$ cat src/rtl/btn_debounce.sv
// Per-channel two-flop synchronizer followed by a debounce FSM. A level change reaches
// btn_out only after DEBOUNCE_CYCLES consecutive identical synchronized samples.
module btn_debounce #(
    parameter int unsigned WIDTH           = 1,
    parameter int unsigned DEBOUNCE_CYCLES = 100000
) (
    input  logic             clk,
    input  logic             rst,
    input  logic [WIDTH-1:0] btn_in,
    output logic [WIDTH-1:0] btn_out,
    output logic [WIDTH-1:0] busy
);

    localparam int unsigned CNT_W = $clog2(DEBOUNCE_CYCLES + 1);
    localparam logic [CNT_W-1:0] CntLast = CNT_W'(DEBOUNCE_CYCLES - 1);
    localparam logic [CNT_W-1:0] CntOne  = CNT_W'(1);

    typedef enum logic [1:0] {
        StLow      = 2'b00,
        StPendHigh = 2'b01,
        StHigh     = 2'b10,
        StPendLow  = 2'b11
    } state_e;

    logic [WIDTH-1:0] sync1_q;
    logic [WIDTH-1:0] sync2_q;

    always_ff @(posedge clk or posedge rst) begin
        if (rst) begin
            sync1_q <= '0;
            sync2_q <= '0;
        end else begin
            sync1_q <= btn_in;
            sync2_q <= sync1_q;
        end
    end

    for (genvar ch = 0; ch < WIDTH; ch++) begin : g_chan
        state_e           state_q;
        logic [CNT_W-1:0] cnt_q;
        logic             out_q;
        logic             smp;

        assign smp = sync2_q[ch];

        // Any opposite sample drops back to the stable state and clears the count.
        always_ff @(posedge clk or posedge rst) begin
            if (rst) begin
                state_q <= StLow;
                cnt_q   <= '0;
                out_q   <= 1'b0;
            end else begin
                unique case (state_q)
                    StLow: begin
                        if (smp) begin
                            state_q <= StPendHigh;
                            cnt_q   <= CntOne;
                        end else begin
                            cnt_q   <= '0;
                        end
                    end
                    StPendHigh: begin
                        if (!smp) begin
                            state_q <= StLow;
                            cnt_q   <= '0;
                        end else if (cnt_q == CntLast) begin
                            state_q <= StHigh;
                            out_q   <= 1'b1;
                            cnt_q   <= '0;
                        end else begin
                            cnt_q   <= cnt_q + CntOne;
                        end
                    end
                    StHigh: begin
                        if (!smp) begin
                            state_q <= StPendLow;
                            cnt_q   <= CntOne;
                        end else begin
                            cnt_q   <= '0;
                        end
                    end
                    StPendLow: begin
                        if (smp) begin
                            state_q <= StHigh;
                            cnt_q   <= '0;
                        end else if (cnt_q == CntLast) begin
                            state_q <= StLow;
                            out_q   <= 1'b0;
                            cnt_q   <= '0;
                        end else begin
                            cnt_q   <= cnt_q + CntOne;
                        end
                    end
                    default: begin
                        state_q <= StLow;
                        cnt_q   <= '0;
                        out_q   <= 1'b0;
                    end
                endcase
            end
        end

        assign btn_out[ch] = out_q;
        assign busy[ch]    = (state_q == StPendHigh) || (state_q == StPendLow);

`ifndef SYNTHESIS
        cnt_bound_a : assert property (@(posedge clk) disable iff (rst) cnt_q <= CntLast);
`endif
    end

endmodule

$ cat config.mk
export PLATFORM = sky130hd
export DESIGN_NAME = btn_debounce
export DESIGN_NICKNAME = d
export VERILOG_FILES = /design/src/rtl/btn_debounce.sv
export SDC_FILE = /design/constraint.sdc
export NUM_CORES = 1
export LEC_CHECK = 0
export CAP_MARGIN = 40
export CORE_UTILIZATION = 65
export CTS_BUF_LIST = sky130_fd_sc_hd__clkbuf_2
export DETAILED_ROUTE_END_ITERATION = 10
export GPL_TIMING_DRIVEN = 1
export PLACE_DENSITY = 0.83
export SLEW_MARGIN = 5
export SYNTH_ARGS = -nofsm -noshare
export SYNTH_HDL_FRONTEND = slang
export SYNTH_SLANG_ARGS = --single-unit
$ cat constraint.sdc
create_clock -name clk -period 3.32 [get_ports clk]
set_clock_uncertainty 0.2 [all_clocks]
set_input_delay 0.498 -clock clk [delete_from_list [all_inputs] [get_ports clk]]
set_output_delay 0.498 -clock clk [all_outputs]
set_load 0.03 [all_outputs]
* Yosys cells after proc, flatten, opt, wreduce, memory -nomap -nowiden
Index checks and enable logic that the tools add are counted.
** Storage, ports and cells
- Output and inout bits :: 2
- Flip-flop bits (word level) :: 22
- Input port bits :: 3
** Operators by class
- Add/subtract/negate cells :: 1
- Muxes and demuxes :: 18
- Equal/unequal tests :: 12
- Reductions and logical operators :: 5
** Operators with widths (count)
- 17-bit case mux with 4 select lines :: 1
- 17-bit 2-to-1 mux :: 3
- 17-bit by 1-bit adder with 17-bit output (second input constant) :: 1
- 17-bit == test (second input constant) :: 1
- 2-bit 2-to-1 mux :: 6
- 2-bit inequality test (second input constant) :: 6
- 2-bit case mux with 4 select lines :: 1
- 1-bit 2-to-1 mux :: 6
- 3-bit inequality test (second input constant) :: 2
- 5-bit AND reduction :: 1
- 2-bit == test (second input constant) :: 2
- 4-bit AND reduction :: 1
- 2-bit by 1-bit == test with 1-bit output (second input constant) :: 1
- 2-bit logical NOT :: 1
- 1-bit case mux with 2 select lines :: 1
- 2-bit nonzero test :: 1
- 1-bit logical OR :: 1

* Longest topological paths before layout
Gate-level depths: netlist (run 1).
- Depth after elaboration :: 4
- Depth in mapped cells :: 7
- Gate-level depth less buffers :: 5

* Worst setup path after synthesis (run 1)
Ideal clock, no wire load.
- Kind :: register to register
- Start point :: register g_chan[0].cnt_q[0]
- End point :: register g_chan[0].cnt_q[12]
- Cell stages (with the launch flop) :: 8
- Arrival time :: 1.506 ns
- Library setup time :: 0.071 ns
- Path slack :: 1.542 ns
- Path buffers :: 2
- Cells stage by stage :: dfrtp_1 > ha_1 > and4_1 > buf_6 > nand4_1 > nand3_2 > buf_4 > nor2_1
** Between the ends
- Cells in the longest elaborated chain, start to end :: 4
- Elaborated cells on any way between the ends :: 6
** Ends and longest elaborated chain
- from (decl) :: line 40 : logic [CNT_W-1:0] cnt_q;
- from (signal assigned) :: line 57 : cnt_q <= CntOne;
- from (signal assigned) :: line 71 : cnt_q <= cnt_q + CntOne;
- from (signal assigned) :: line 77 : cnt_q <= CntOne;
- 17-bit by 1-bit adder with 17-bit output or 17-bit == test (tied branches)
- 17-bit 2-to-1 mux * :: line 66, 86
- 17-bit 2-to-1 mux (on tied branches) :: line 83, 63
- 17-bit case mux with 4 select lines * :: line 53 : unique case (state_q)
Every way passes the cells marked *; elsewhere a longest branch is shown, timed or not.
A chain may end at the register's enable or synchronous reset.

* Final worst setup path (run 1)
- Start point :: register g_chan[0].state_q[0]
- End point :: output port busy
** Between the ends
- Cells in the longest elaborated chain, start to end :: 2
- Elaborated cells on any way between the ends :: 3
** Ends and longest elaborated chain
- from (decl) :: line 39 : state_e state_q;
- from (signal assigned) :: line 49 : state_q <= StLow;
- from (signal assigned) :: line 56 : state_q <= StPendHigh;
- from (signal assigned) :: line 64 : state_q <= StLow;
- 2-bit by 1-bit == test with 1-bit output or 2-bit == test (tied branches) :: line 104 : assign busy[ch] = (state_q == StPendHigh) || (state_q == StPendLow);
- 1-bit logical OR * :: line 104
- to (decl) :: line 11 : output logic [WIDTH-1:0] busy
Marks and branches as above.

==> run_results.csv, run 1 <==
group,metric,value,unit
status,outcome,"finished, final reports clean",
global_route,overflow,0,
routing,drt_iter0_markers,14,
cells_and_area,final_cells,119,
yosys,syn-cell-area,1070,µm²
yosys,ys_seq_area_share,51.6,%
sta,drv_slew,0,
setup_path,worstPathArrival,1.47,ns
sta,finalCritPeriodShare,65.2,%
clock_network,cts_buffer_depth,2,
setup_path,end_kind,"primary output",
routing,drc,0,
sta,setup_viol,0,
pwr,power,0.391,mW
clock_network,postCtsSetupRepairBufs,0,
placed_design,io_buffers,4,
sta,period_needed,2.17,ns
pwr,p_leak,0.497,nW
global_route,grt_use_total,22.4,%
clock_network,cts_root_buf,"clkbuf_2",
cells_and_area,fillers,114,
global_route,antenna_found_initial,0,
routing,drt-vias-per-instance,6.03,
setup_path,crit_buf_inv,1,
sta,worst-slew-pin-transition,0.774,ns
clock_network,cts_made_buffers,3,
routing,vias,718,
die,die_y,42.5,µm
clock_network,hold_buffers,0,
cells_and_area,drive_above_1_share,8.74,%
global_route,grt_pass1_vias,667,
sta,maxSlewHeadroom,48.3,%
cells_and_area,diodes,0,
cells_and_area,area_growth,4.23,%
die,die-area,1810,µm²
setup_path,path_class,"register to primary output",
routing,wl,1.70,mm
placed_design,hpwlAfterDp,1.23,mm
flow_run,drv_cap,0,
sta,hold_violations,0,
setup_path,cp_slowest_cell,"clkdlybuf4s50_1",
yosys,syn_area_per_cell,10.7,µm²
yosys,synth_nets,104,
clock_network,clk_latency,0.31,ns
routing,firstDrtPassIters,4,
die,num_rows,14,
hold_path,hp-class,"register to register",
clock_network,cts_sinks,22,
yosys,synth_cell_types,29,
pwr,vdd_drop_max,0.000311,V
routing,avgRoutedWirePerCell,14.2,µm
cells_and_area,multi_input_area,470,µm²
routing,final_antenna_net_count,0,
placed_design,place_congestion,0.795,
setup_path,path_max_fanout,5,
global_route,grt_first_pass_wirelength,2.90,mm
die,start_util,70.0,%
global_route,grt_max_degree,23,
placed_design,place_inst,116,
yosys,synthCells,100,
die,io_pins,5,
die,die_w,42.5,µm
clock_network,cts.clk_slew.worst_paths,0.17,ns
yosys,synth_warnings,0,
pwr,power_density,352,nW/µm²
clock_network,cts_max_level,1,
cells_and_area,fin_nets,109,
yosys,synth_seq_cells,22,
sta,rsz0062_at_grt,"no",
cells_and_area,regArea,551,µm²
setup_path,startpoint_type,"register",
setup_path,required,2.62,ns
sta,max_freq,462,MHz
clock_network,tritoncts,"done",
setup_path,critPathTopFamily,"buffers and inverters",
clock_network,cts.repair.resized,0,
setup_path,crit_path_cell_trace,"clkdlybuf4s50_1",
die,core,1520,µm²
setup_path,max_stage_delay,0.70,ns
sta,tns,0,ns
worst paths after layout:
| check | from | endpoint | slack, ns | depth (start not counted) |
|---|---|---|---|---|
| setup / recovery | g_chan[0].state_q[0] | busy | 1.15 | 1 |
| hold / removal | sync1_q | g_chan[0].smp | 0.17 | 0 |
| setup reg to reg | g_chan[0].cnt_q[0] | g_chan[0].cnt_q[0] | 1.29 | 5 |
| hold reg to reg | sync1_q | g_chan[0].smp | 0.17 | 0 |
| max in group asynchronous | rst | g_chan[0].cnt_q[6] | 2.04 | 2 |
| min in group asynchronous | rst | g_chan[0].cnt_q[5] | 0.40 | 2 |
sequential cells by signal, summed over array words and instances (netlist names), named ones only:
name and cells:
g_chan.cnt_q 17, btn_out 1, g_chan.smp 1, g_chan.state_q 1, sync1_q 1
worst reg2reg max path, delay by kind of cell, from the launching register on:
kind                     cells  cell delay [ns]
AND/OR/NAND/NOR              3             0.79
flip-flops                   1             0.44
AO/OA/AOI/OAI                1             0.28
adder cells (fa/ha/maj)      1             0.25
cell usage after synthesis:
library cell  number  area share, %
nand3_2            1           0.94
nor4b_1            1           0.82
xor2_1            13             11
nand4_1            6            3.5
or3_1              2            1.2
o21ai_0            2           0.94
buf_6              1            1.1
nand3_1            5            2.3
a2bb2oi_1          1           0.82
clkbuf_1           1           0.35
o22ai_1            1           0.59
and4_1             3            2.5
and4bb_2           1            1.2
dfrtp_1           22             52
nand2_1            6            2.1
a21o_1             1           0.70
o31ai_1            1           0.70
xnor2_1            1           0.82
inv_1              4            1.4
a21oi_1            1           0.47
nand4_4            1            2.0
nor4bb_1           1           0.94
buf_4              2            1.4
nor2_1            14            4.9
and4_2             2            1.9
ha_1               1            1.2
nor3_1             2           0.94
and2_1             2            1.2
a21oi_2            1           0.82
power by group:
part	total (mW)	internal [mW]	leakage [nW]	switching, mW
sequential	0.276	0.272	0.298	0.00384
combinational	0.0191	0.00645	0.186	0.0127
clock	0.0961	0.0246	0.0125	0.0715
metal layers:
layer  up-vias  track usage [%]  part of all wire [%]
li1        359                -                     -
met2        18             32.6                    42
met3         4             2.59                   3.2
met1       337             31.3                    52
met4         0             15.0                   2.4
met5         -                0                     0
stage by stage:
stage	hold WS [ns]	worst slack [ns]	instance area, µm²	utilization, %
after detailed placement	0.136	1.32	1100	71.9
after CTS	0.174	1.13	1110	72.9
after global placement	0.132	1.39	1100	71.9
after global routing	0.177	1.11	1110	72.9
after floorplan	0.131	1.54	1070	-
final	0.170	1.15	1110	72.9
kinds of logic (layout without fill, tap and decap cells):
logic type | Yosys count | in the layout | share of synthesized area [%]
buf+inv | 8 | 11 | 4.22
xor+xnor | 14 | 14 | 11.5
flops | 22 | 22 | 51.6
fa+ha+maj | 1 | 1 | 1.17
simple gates | 47 | 47 | 26.4
compound gates | 8 | 8 | 5.05
area by class of cell:
cell class	count	area share, %
tap	16	1.80
clock buffer	3	1.35
inverter	4	1.35
timing repair buffer	4	3.60
sequential	22	49.5
multi-input combinational	70	42.3
cell usage in the layout (no fill, tap or decap), types with 2 or more instances in the layout:
cell type / count
dfrtp_1: 22
or3_1: 2
inv_1: 4
and4_2: 2
nor2_1: 14
nand3_1: 5
nand2_1: 6
nand4_1: 6
and2_1: 2
and4_1: 3
clkbuf_2: 3
nor3_1: 2
clkdlybuf4s50_1: 4
xor2_1: 13
o21ai_0: 2
No activity file was read; power rests on OpenSTA's default activity.
==> run 2: changes to the inputs <==
- CORE_UTILIZATION: 65 -> 61
- PLACE_DENSITY: 0.83 -> 0.78
- clock period: 3.32 -> 2 ns (I/O delays scaled with it)
==> run_results.csv, run 2 (synthesis results as in run 1) <==
group,metric,value,unit
setup_path,r2r_end,"g_chan[0].cnt_q[16]",
sta,tns,0,ns
cells_and_area,largest_register_ffs,17,
clock_network,tritoncts,"done",
die,die_y,43.8,µm
clock_network,cts.clk_slew.worst_paths,0.20,ns
global_route,grt_first_pass_wirelength,3.15,mm
routing,drt_iter0_markers,25,
sta,maxSlewHeadroom,74.4,%
global_route,antenna_found_initial,0,
clock_network,cts_sinks,22,
sta,period_needed,1.87,ns
setup_path,end_kind,"register",
cells_and_area,drive_above_1_share,13.0,%
clock_network,hold_buffers,0,
placed_design,io_buffers,4,
placed_design,hpwlAfterDp,1.31,mm
die,io_pins,5,
setup_path,required,2.07,ns
routing,avgRoutedWirePerCell,14.7,µm
cells_and_area,final_cell_mix,"dfrtp_1 (22), nor2_1 (14), xor2_1 (13)",
routing,vias,726,
pwr,p_leak,0.546,nW
die,num_rows,14,
pwr,vdd_drop_max,0.000403,V
routing,final_antenna_net_count,0,
sta,drv_slew,0,
setup_path,startpoint_type,"register",
sta,hold_violations,0,
setup_path,cp_slowest_cell,"dfrtp_1",
global_route,grt_pass1_vias,730,
sta,max_freq,536,MHz
placed_design,place_congestion,0.781,
sta,fin_hold_ws,0.0651,ns
hold_path,hp-class,"primary input to async pin",
cells_and_area,final_common_cell,"dfrtp_1",
sta,rsz0062_at_grt,"no",
cells_and_area,fin_nets,113,
cells_and_area,top_register,"g_chan.cnt_q",
routing,firstDrtPassIters,4,
pwr,power,0.670,mW
cells_and_area,area_growth,8.10,%
clock_network,clk_latency,0.33,ns
pwr,power_density,581,nW/µm²
setup_path,r2r_slack,0.13,ns
setup_path,crit_path_cell_trace,"ha_1, and4_4, nand4_4, or3_1, a21oi_2",
setup_path,rr_startpoint,"g_chan[0].cnt_q[0]",
setup_path,worstPathArrival,1.94,ns
global_route,overflow,0,
cells_and_area,diodes,0,
die,die-area,1920,µm²
die,core,1580,µm²
setup_path,path_class,"register to register",
setup_path,path_max_fanout,7,
flow_run,drv_cap,0,
sta,setup_viol,0,
clock_network,cts_max_level,1,
sta,worst-slew-pin-transition,0.379,ns
sta,finalCritPeriodShare,93.3,%
clock_network,cts_made_buffers,3,
cells_and_area,utilization,73.1,%
clock_network,cts_buffer_depth,2,
routing,drc,0,
setup_path,critPathTopFamily,"simple AND/OR/NAND/NOR gates",
routing,wl,1.82,mm
die,start_util,67.6,%
routing,drt-vias-per-instance,5.85,
clock_network,cts_root_buf,"clkbuf_2",
setup_path,crit_buf_inv,0,
status,outcome,"finished, final reports clean",
global_route,grt_use_total,23.1,%
setup_path,max_stage_delay,0.44,ns
die,die_w,43.8,µm
global_route,grt_max_degree,23,
setup_path,reg2regPathDepth,5,
==> run 2: cell count changes in the layout (fill, tap and decap cells not counted) <==
cell             before  now
buf_4                 0    4
clkdlybuf4s50_1       4    2
dlymetal6s2s_1        0    2
and4_1                3    2
and4_4                0    1
clkinv_1              0    1
==> run 2: through the flow <==
stage / cell area [µm²] / worst slack (ns) / cells
2_1_floorplan: 1070 / 0.222 / 100
3_3_place_gp: 1130 / 0.158 / 120
3_5_place_dp: 1130 / 0.0593 / 120
4_1_cts: 1140 / 0.00174 / 124
5_1_grt: 1150 / 0.0150 / 124
6_report: 1150 / 0.133 / 124
==> run 2: power by group <==
part / internal [mW] / switching (mW)
clock: 0.0435 / 0.130
combinational: 0.0146 / 0.0233
sequential: 0.452 / 0.00666
total: 0.510 / 0.160
==> run 2: how the worst max path moves through the flow <==
stage	from	cells past startpoint	to	slack [ns]
finish	g_chan[0].cnt_q[0]	5	g_chan[0].cnt_q[16]	0.13
global route	g_chan[0].cnt_q[12]	4	btn_out	0.01
CTS	g_chan[0].cnt_q[0]	5	g_chan[0].cnt_q[16]	0.002
detailed placement	g_chan[0].cnt_q[0]	5	g_chan[0].cnt_q[16]	0.06
global placement	g_chan[0].cnt_q[0]	5	g_chan[0].cnt_q[16]	0.16
floorplan	g_chan[0].cnt_q[0]	7	g_chan[0].cnt_q[12]	0.22
==> run 2: what timing repair did <==
item                                    4_1_cts  5_1_grt
endpoints found under the setup margin        0       20
resized for setup                             0        4
buffers inserted                              0        0
==> run 2: per-layer routing <==
metal / track usage (%) / share of wire, %
met1: 29.8 / 48
met4: 7.50 / 1.1
met3: 8.75 / 3.3
met2: 35.8 / 48
met5: 0 / 0
==> run 2: tightest hold or removal path, cell delays in order <==
cell	delay, ns
clkdlybuf4s50_1	0.40
inv_1	0.05
buf_4	0.26
==> run 2: layout make-up <==
type | instances | area, µm²
flip-flops and latches | 22 | 551
clock buffers | 3 | 15.0
well taps | 16 | 20.0
inverters | 4 | 15.0
clock inverters | 1 | 3.75
multi-input cells | 70 | 473
repair buffers | 8 | 75.1
fillers | 115 | 424
==> run 3: changes to the inputs <==
- CAP_MARGIN: 40 -> not set
==> results of run 3 <==
No change in the layout: final DEF, timing and power equal those of run 2.
